===== src/rtl/i2s_codec_if.sv =====
// I2S / left-justified codec master: generates bclk/lrclk from clk, serialises the
// playback pair into pbdat and deserialises recdat into left/right record samples.
module i2s_codec_if #(
  parameter int DATA_W   = 16,
  parameter int SLOT_W   = 32,
  parameter int MCLK_DIV = 4,
  parameter int MODE     = 0
) (
  input  logic              clk,
  input  logic              reset,
  input  logic              enable,
  output logic              bclk,
  output logic              lrclk,
  input  logic              recdat,
  output logic              pbdat,
  output logic [DATA_W-1:0] rec_left,
  output logic [DATA_W-1:0] rec_right,
  output logic              rec_valid_l,
  output logic              rec_valid_r,
  input  logic [DATA_W-1:0] pb_left,
  input  logic [DATA_W-1:0] pb_right,
  input  logic              pb_valid,
  output logic              pb_req_l,
  output logic              pb_req_r,
  output logic              underrun,
  input  logic              underrun_clr,
  output logic              running
);

  localparam int DBW = $clog2(MCLK_DIV);
  localparam int BW  = $clog2(2 * SLOT_W);

  localparam logic [DBW-1:0] D_LAST      = DBW'(MCLK_DIV - 1);
  localparam logic [DBW-1:0] D_HALF      = DBW'(MCLK_DIV / 2);
  localparam logic [DBW-1:0] D_PRE       = DBW'(MCLK_DIV / 2 - 1);
  localparam logic [BW-1:0]  B_LAST      = BW'(2 * SLOT_W - 1);
  localparam logic [BW-1:0]  B_SLOT      = BW'(SLOT_W);
  localparam logic [BW-1:0]  B_SLOT_LAST = BW'(SLOT_W - 1);
  localparam logic [BW-1:0]  P_MSB       = BW'((MODE == 0) ? 1 : 0);
  localparam logic [BW-1:0]  REL_LSB     = BW'(DATA_W - 1);
  localparam logic [BW-1:0]  REL_SPAN    = BW'(DATA_W);

  typedef enum logic [1:0] {S_IDLE, S_PRIME, S_RUN, S_DRAIN} state_t;

  state_t            state_q, state_d;
  logic [DBW-1:0]    d_q, d_d;
  logic [BW-1:0]     b_q, b_d;
  logic [DATA_W-1:0] tx_q, tx_d;
  logic [DATA_W-1:0] rx_q, rx_d;
  logic [DATA_W-1:0] rec_left_q, rec_left_d, rec_right_q, rec_right_d;
  logic              rec_valid_l_q, rec_valid_l_d, rec_valid_r_q, rec_valid_r_d;
  logic              bclk_q, bclk_d, lrclk_q, lrclk_d, pbdat_q, pbdat_d;
  logic              underrun_q, underrun_d;
  logic              req_l, req_r, active, d_wrap, frame_end;
  logic [BW-1:0]     rel_q, rel_d;
  logic [DATA_W-1:0] tx_shift;

  // Position of a bit counter value inside its slot, made relative to the data MSB.
  function automatic logic [BW-1:0] data_rel(input logic [BW-1:0] b);
    logic [BW-1:0] pos;
    pos = (b >= B_SLOT) ? b - B_SLOT : b;
    return pos - P_MSB;
  endfunction

  assign active    = (state_q == S_RUN) || (state_q == S_DRAIN);
  assign d_wrap    = active && (d_q == D_LAST);
  assign frame_end = d_wrap && (b_q == B_LAST);

  always_comb begin
    state_d       = state_q;
    d_d           = d_q;
    b_d           = b_q;
    tx_d          = tx_q;
    rx_d          = rx_q;
    rec_left_d    = rec_left_q;
    rec_right_d   = rec_right_q;
    rec_valid_l_d = 1'b0;
    rec_valid_r_d = 1'b0;
    underrun_d    = underrun_q;
    req_l         = 1'b0;
    req_r         = 1'b0;
    rel_q         = data_rel(b_q);
    rel_d         = '0;
    tx_shift      = '0;
    bclk_d        = 1'b0;
    lrclk_d       = 1'b0;
    pbdat_d       = 1'b0;

    if (active) begin
      d_d = d_wrap ? '0 : d_q + 1'b1;
      if (d_wrap) b_d = (b_q == B_LAST) ? '0 : b_q + 1'b1;
    end

    case (state_q)
      S_IDLE: begin
        d_d = '0;
        b_d = '0;
        if (enable) state_d = S_PRIME;
      end
      S_PRIME: begin
        req_l   = 1'b1;
        state_d = S_RUN;
      end
      S_RUN: begin
        req_l = frame_end;
        if (!enable) state_d = S_DRAIN;
      end
      S_DRAIN: if (frame_end) state_d = S_IDLE;
      default: state_d = S_IDLE;
    endcase

    // The right request keeps firing while draining so the last left/right pair stays paired.
    req_r = d_wrap && (b_q == B_SLOT_LAST);

    if (req_l) tx_d = pb_valid ? pb_left : '0;
    if (req_r) tx_d = pb_valid ? pb_right : '0;
    if ((req_l || req_r) && !pb_valid) underrun_d = 1'b1;
    if (underrun_clr) underrun_d = 1'b0;

    if (active && (d_q == D_PRE) && (rel_q < REL_SPAN)) begin
      rx_d = {rx_q[DATA_W-2:0], recdat};
      if (rel_q == REL_LSB) begin
        if (b_q < B_SLOT) begin
          rec_left_d    = rx_d;
          rec_valid_l_d = 1'b1;
        end else begin
          rec_right_d   = rx_d;
          rec_valid_r_d = 1'b1;
        end
      end
    end

    // Serial outputs are registered from next-cycle counters so they stay aligned to d/b.
    if ((state_d == S_RUN) || (state_d == S_DRAIN)) begin
      rel_d    = data_rel(b_d);
      bclk_d   = (d_d >= D_HALF);
      lrclk_d  = (b_d >= B_SLOT);
      tx_shift = tx_d >> (REL_LSB - rel_d);
      pbdat_d  = (rel_d < REL_SPAN) && tx_shift[0];
    end
  end

  always_ff @(posedge clk) begin
    if (reset) begin
      state_q       <= S_IDLE;
      d_q           <= '0;
      b_q           <= '0;
      tx_q          <= '0;
      rx_q          <= '0;
      rec_left_q    <= '0;
      rec_right_q   <= '0;
      rec_valid_l_q <= 1'b0;
      rec_valid_r_q <= 1'b0;
      bclk_q        <= 1'b0;
      lrclk_q       <= 1'b0;
      pbdat_q       <= 1'b0;
      underrun_q    <= 1'b0;
    end else begin
      state_q       <= state_d;
      d_q           <= d_d;
      b_q           <= b_d;
      tx_q          <= tx_d;
      rx_q          <= rx_d;
      rec_left_q    <= rec_left_d;
      rec_right_q   <= rec_right_d;
      rec_valid_l_q <= rec_valid_l_d;
      rec_valid_r_q <= rec_valid_r_d;
      bclk_q        <= bclk_d;
      lrclk_q       <= lrclk_d;
      pbdat_q       <= pbdat_d;
      underrun_q    <= underrun_d;
    end
  end

  assign bclk        = bclk_q;
  assign lrclk       = lrclk_q;
  assign pbdat       = pbdat_q;
  assign rec_left    = rec_left_q;
  assign rec_right   = rec_right_q;
  assign rec_valid_l = rec_valid_l_q;
  assign rec_valid_r = rec_valid_r_q;
  assign pb_req_l    = req_l;
  assign pb_req_r    = req_r;
  assign underrun    = underrun_q;
  assign running     = (state_q != S_IDLE);

endmodule


===== config.mk =====
export PLATFORM = sky130hd
export DESIGN_NAME = i2s_codec_if
export DESIGN_NICKNAME = d
export VERILOG_FILES = /design/src/rtl/i2s_codec_if.sv
export SDC_FILE = /design/constraint.sdc
export NUM_CORES = 1
export LEC_CHECK = 0
export ABC_AREA = 1
export CAP_MARGIN = 20
export CORE_MARGIN = 4
export CORE_UTILIZATION = 51
export DETAILED_ROUTE_END_ITERATION = 8
export GPL_TIMING_DRIVEN = 0
export PLACE_DENSITY = 0.84
export REMOVE_ABC_BUFFERS = 1
export SLEW_MARGIN = 20
export SYNTH_ARGS = -nofsm -noshare
export SYNTH_HDL_FRONTEND = slang
export SYNTH_SLANG_ARGS = --single-unit

===== constraint.sdc =====
create_clock -name clk -period 3.9 [get_ports clk]
set_clock_uncertainty 0.1 [all_clocks]
set_input_delay 0.78 -clock clk [delete_from_list [all_inputs] [get_ports clk]]
set_output_delay 0.78 -clock clk [all_outputs]
set_load 0.01 [all_outputs]

==> results of run 1 <==
cell usage after synthesis (2+ instances only):
library cell,number,area (um^2)
inv_1,67,251
buf_6,3,33.8
ha_1,12,150
nor3_4,2,32.5
a21oi_1,50,250
nand3_1,56,280
nand4_1,5,31.3
nand2_1,59,221
clkbuf_1,13,48.8
nor2_2,2,12.5
xor2_1,3,26.3
buf_2,5,25.0
nor3_1,4,20.0
nand3_2,11,110
o211ai_1,2,15.0
nor2_4,4,45.0
nor2_1,59,221
o21ai_0,55,275
nand2_2,5,31.3
dfxtp_1,79,1580
nand2_8,2,40.0
a31oi_1,4,25.0
clkbuf_2,2,10.0
worst min path at each step:
| stage | endpoint | slack [ns] | depth (start not counted) |
|---|---|---|---|
| 3_3_place_gp | rec_left[5] | 0.33 | 2 |
| 5_1_grt | rec_left[9] | 0.38 | 2 |
| 3_5_place_dp | rec_left[1] | 0.34 | 2 |
| 2_1_floorplan | tx_q[10] | 0.36 | 2 |
| 6_report | rec_left[11] | 0.35 | 2 |
| 4_1_cts | rec_right[4] | 0.35 | 2 |
tightest hold or removal path: cells and delay by family, from the launching register on:
kind / cells / cell delay (ns)
AO/OA/AOI/OAI: 1 / 0.05
buffers and inverters: 1 / 0.04
flip-flops: 1 / 0.32
final cells by class:
| cell class | instances | area share |
|---|---|---|
| multi-input combinational | 342 | 0.386 |
| sequential | 79 | 0.330 |
| timing repair buffer | 79 | 0.165 |
| inverter | 68 | 0.0533 |
| clock buffer | 10 | 0.0287 |
| tap | 99 | 0.0259 |
| clock inverter | 6 | 0.0104 |
flip-flops by register name, indices dropped and copies added, names as in the netlist:
name and cells:
b_q 6, bclk 1, d_q 2, lrclk 1, pbdat 1, rec_left 16
rec_right 16, rec_valid_l 1, rec_valid_r 1, rx_q 15, state_q 2, tx_q 16
underrun 1
stage by stage:
step	hold WS, ns	std cells	cell area, um^2	util
3_3_place_gp	0.332	666	4590	0.629
5_1_grt	0.376	683	4790	0.657
3_5_place_dp	0.338	666	4590	0.629
6_report	0.349	683	4790	0.657
4_1_cts	0.353	682	4770	0.655
2_1_floorplan	0.356	489	3680	-
kinds of logic (layout without fill, tap and decap cells):
| family | Yosys count | in the layout |
|---|---|---|
| compound gates | 113 | 113 |
| xor+xnor | 4 | 4 |
| fa+ha+maj | 12 | 12 |
| buf+inv | 94 | 163 |
| flops | 79 | 79 |
| simple gates | 213 | 213 |
metal layers:
layer,track usage,share of wire,routed length [um]
met4,0.0637,0.011,95
met3,0.0486,0.056,484
met2,0.362,0.50,4360
met1,0.239,0.43,3720
met5,0,0,0
power by group through the flow:
| stage | Clock [mW] | Sequential [mW] | Combinational [mW] |
|---|---|---|---|
| after CTS | 0.589 | 0.868 | 0.486 |
| after detailed placement | 0 | 0.887 | 0.484 |
| after global placement | 0 | 0.885 | 0.467 |
| after global routing | 0.631 | 0.872 | 0.537 |
| after floorplan | 0 | 0.883 | 0.334 |
| final | 0.578 | 0.868 | 0.480 |
==> impl_metrics.yaml, run 1 <==
pwr:
  swShare: 0.337
  p_int_mw: 1.28
  ir_drop_v: 0.000298
  fin_total_pwr_mw: 1.93
  power.switching_mw: 0.650
  seq_power_share: 0.451
  power_frac_clock: 0.300
  power_density_nw_per_um2: 402
  p_leak_nw: 1.87
  p_comb_frac: 0.249
synthesis:
  synth_enable_flop_cells: 0
  synth_area_per_cell_um2: 7.46
  ys_warn_count: 0
  muxShareOfSynthArea: 0
  synth_fa_ha_area_frac: 0.0391
  netlist-cell-type-count: 34
  syn_inst: 515
  seq_area_frac_synth: 0.412
  synth_area_um2: 3840
  synth_compound_area_frac: 0.152
  synth_flop_cell: "dfxtp_1"
  ys_seq_elements: 79
  synth-simple-area-share: 0.280
  synth_top_family_by_area: "simple AND/OR/NAND/NOR gates"
  synthArstFlopShare: 0
  synth_xor_area_frac: 0.00912
timing:
  period_share: 0.914
  relSlewSlack: 0.531
  fin_tns_setup_ns: 0
  min_period_ns: 3.57
  fmax_mhz: 281
  layout_setup_ws_ns: 0.335
  setup_viol: 0
  tightestPinTransition_ns: 0.703
  hold_viol: 0
  rsz0062_at_grt: "false"
  drv_slew: 0
floorplan:
  rows: 31
  floorplan.initialDensity: 0.527
  chipWidth_um: 94.8
  die_area_um2: 8980
  io_pins: 79
  core_um2: 7290
  die_y_um: 94.8
setup_path:
  critPathRequiredTime_ns: 3.02
  arrival_ns: 2.69
  startpoint: "state_q[0]"
  crit_family: "simple AND/OR/NAND/NOR gates"
  r2r-start: "state_q[0]"
  startpoint_type: "register"
  cpMostUsedCell: "inv_1"
  cp-endpoint: "pb_req_l"
  cp_num_buf_inv: 3
  cp_max_fo: 18
  crit_chain: "inv_1 > ha_1 > nor2_2 > nor2_4 > nand3_2 > nand2_4 > nand2_8 > inv_1 > clkdlybuf4s50_1"
  cp_num_cells: 9
  r2r-end: "pbdat"
  r2r_slack_ns: 0.52
  critPathCaptureType: "output port"
  rr_worst_depth: 17
  path_class: "register to output port"
  max_stage_delay_ns: 0.54
  critPathSlowestCell: "clkdlybuf4s50_1"
cells_and_area:
  most-common-layout-cells: "dfxtp_1 (79), clkdlybuf4s50_1 (77), inv_1 (66)"
  fin_nets: 629
  drive_gt1_frac: 0.0839
  final_common_cell: "dfxtp_1"
  fillers: 669
  areaGrowthSynthToFinish_pct: 24.7
  multiInputGateArea_um2: 1850
  ff_latch_area_um2: 1580
  insertedDiodeCount: 0
cts:
  tritoncts: "done"
  cts_made_buffers: 9
  cts_resized: 0
  postCtsHoldBufs: 0
  clk_pin_slew_ns: 0.09
  cts_setup_buffers: 0
  insertion_delay_ns: 0.35
  cts_root_buffer: "clkbuf_8"
  clock-sinks: 79
  clock_path_buffers: 2
  h-tree-depth: 3
status:
  status: "complete, no violations"
global_route:
  grt_pass1_vias: 3408
  grt_pass1_wl_um: 14700
  grt.total_usage: 0.203
  antenna_found_initial: 0
  overflow: 0
  grt_max_degree: 49
placed_design:
  hpwl_um: 6220
  routabilityCongestion: 0.876
  post-place-ws_ns: 0.386
  io_buffers: 78
detailed_routing:
  drc_errors: 0
  drtIter0Drc: 171
  vias_per_cell: 5.17
  wirelength_um: 8660
  wire_per_inst_um: 12.7
  ant_nets: 0
  vias: 3534
  drt_pass1_iterations: 7
flow_run:
  max_cap_viol_count: 0
worst_hold_path:
  worst_hold_startpoint: "rec_left[11]"
  hold_class: "register to register"
Power figures use the tool's default switching activity.
==> inputs of run 2 (changes only) <==
Settings changed: SETUP_SLACK_MARGIN set to 0.5.
==> impl_metrics.yaml, run 2 (synthesized netlist as in run 1, its figures left out) <==
pwr:
  power_density_nw_per_um2: 401
  p_leak_nw: 1.88
  ir_drop_v: 0.000305
cells_and_area:
  drive_gt1_frac: 0.102
  fillers: 662
  fin_nets: 634
  multiInputGateArea_um2: 1880
  stdcell_count: 688
  final_common_cell: "dfxtp_1"
  final_area_um2: 4860
  areaGrowthSynthToFinish_pct: 26.5
  fin_util: 0.667
  ff_latch_area_um2: 1580
  insertedDiodeCount: 0
  most-common-layout-cells: "dfxtp_1 (78), clkdlybuf4s50_1 (77), inv_1 (65)"
timing:
  fin_tns_setup_ns: 0
  tightestPinTransition_ns: 0.667
  hold_viol: 0
  min_period_ns: 3.27
  period_share: 0.839
  holdWs_ns: 0.348
  drv_slew: 0
  fmax_mhz: 306
  relSlewSlack: 0.554
  rsz0062_at_grt: "false"
  setup_viol: 0
setup_path:
  max_stage_delay_ns: 0.53
  critPathRequiredTime_ns: 3.02
  critPathSlowestCell: "clkdlybuf4s50_1"
  critPathCaptureType: "output port"
  cp_max_fo: 18
  crit_family: "simple AND/OR/NAND/NOR gates"
  crit_chain: "ha_2 > nand3_2 > nor2_4 > nand3_2 > nand2_8 > nand2_8 > inv_1 > clkdlybuf4s50_1"
  arrival_ns: 2.39
  startpoint_type: "register"
  path_class: "register to output port"
  cp_num_buf_inv: 2
cts:
  cts_made_buffers: 9
  insertion_delay_ns: 0.35
  tritoncts: "done"
  postCtsHoldBufs: 0
  clock_path_buffers: 2
  h-tree-depth: 3
  cts_root_buffer: "clkbuf_8"
  clk_pin_slew_ns: 0.09
  clock-sinks: 79
global_route:
  grt.total_usage: 0.204
  grt_pass1_wl_um: 14800
  antenna_found_initial: 0
  overflow: 0
  grt_pass1_vias: 3430
  grt_max_degree: 49
floorplan:
  rows: 31
  core_um2: 7290
  io_pins: 79
  chipWidth_um: 94.8
  die_y_um: 94.8
  die_area_um2: 8980
  floorplan.initialDensity: 0.527
detailed_routing:
  drtIter0Drc: 175
  wirelength_um: 8780
  wire_per_inst_um: 12.8
  ant_nets: 0
  drt_pass1_iterations: 5
  vias_per_cell: 5.21
  vias: 3585
  drc_errors: 0
flow_run:
  max_cap_viol_count: 0
placed_design:
  io_buffers: 78
  routabilityCongestion: 0.876
  place_inst: 666
  hpwl_um: 6220
  post_dp_cell_area_um2: 4590
worst_hold_path:
  hold_class: "register to register"
status:
  status: "complete, no violations"
-- run 2: cell types whose count changed in the layout (fill, tap and decap cells not counted), sizes merged --
cell,before,now
buf,2,7
clkinvlp,2,3
inv,71,70
-- run 2: stage by stage --
step                      setup WS (ns)  power [mW]
after global placement            0.523        1.35
after detailed placement          0.386        1.37
after CTS                         0.497        1.95
after floorplan                    1.03        1.22
after global routing              0.508        2.06
final                             0.628        1.95
-- run 2: layer usage --
| metal | GRT usage | share of wire | vias to the layer above |
|---|---|---|---|
| met5 | 0 | 0 | - |
| met4 | 0.0637 | 0.0077 | 0 |
| met3 | 0.0486 | 0.068 | 7 |
| met2 | 0.362 | 0.50 | 113 |
| met1 | 0.242 | 0.43 | 1641 |
| li1 | - | - | 1824 |
-- run 2: final cells by class --
class                      count  area share
clock buffer                  10      0.0283
multi-input combinational    342       0.387
inverter                      68      0.0533
timing repair buffer          84       0.170
sequential                    79       0.326
clock inverter                 6      0.0103
tap                           99      0.0255
-- run 2: worst reg2reg max path, cell delays in order (launching register included) --
cell and delay, ns:
dfxtp_1 0.39, inv_1 0.13, ha_1 0.22, inv_1 0.07, nor3_1 0.06, nor3_1 0.19, a21oi_1 0.09, nor3_4 0.50
nand3_1 0.56, buf_8 0.33, o21ai_0 0.18, a21oi_1 0.06
-- run 2: path summary, 6_finish.rpt --
path           startpoint       endpoint  slack (ns)  depth (start not counted)
min          rec_left[11]   rec_left[11]        0.35                          2
max                b_q[1]       pb_req_l        0.63                          8
max reg2reg        b_q[0]  rec_right[10]        0.89                         11
min reg2reg  rec_left[11]   rec_left[11]        0.35                          2
-- run 2: timing repair --
| item | in CTS | in global routing |
|---|---|---|
| pin swaps | 1 | 1 |
| resized for setup | 1 | 8 |
| buffers inserted | 2 | 3 |
| endpoints found under the setup margin | 1 | 3 |
-- run 2: report_power, final --
group          leakage (nW)  switching (mW)  internal [mW]
clock                0.0899           0.320          0.256
combinational          1.16           0.313          0.190
sequential            0.638          0.0220          0.848
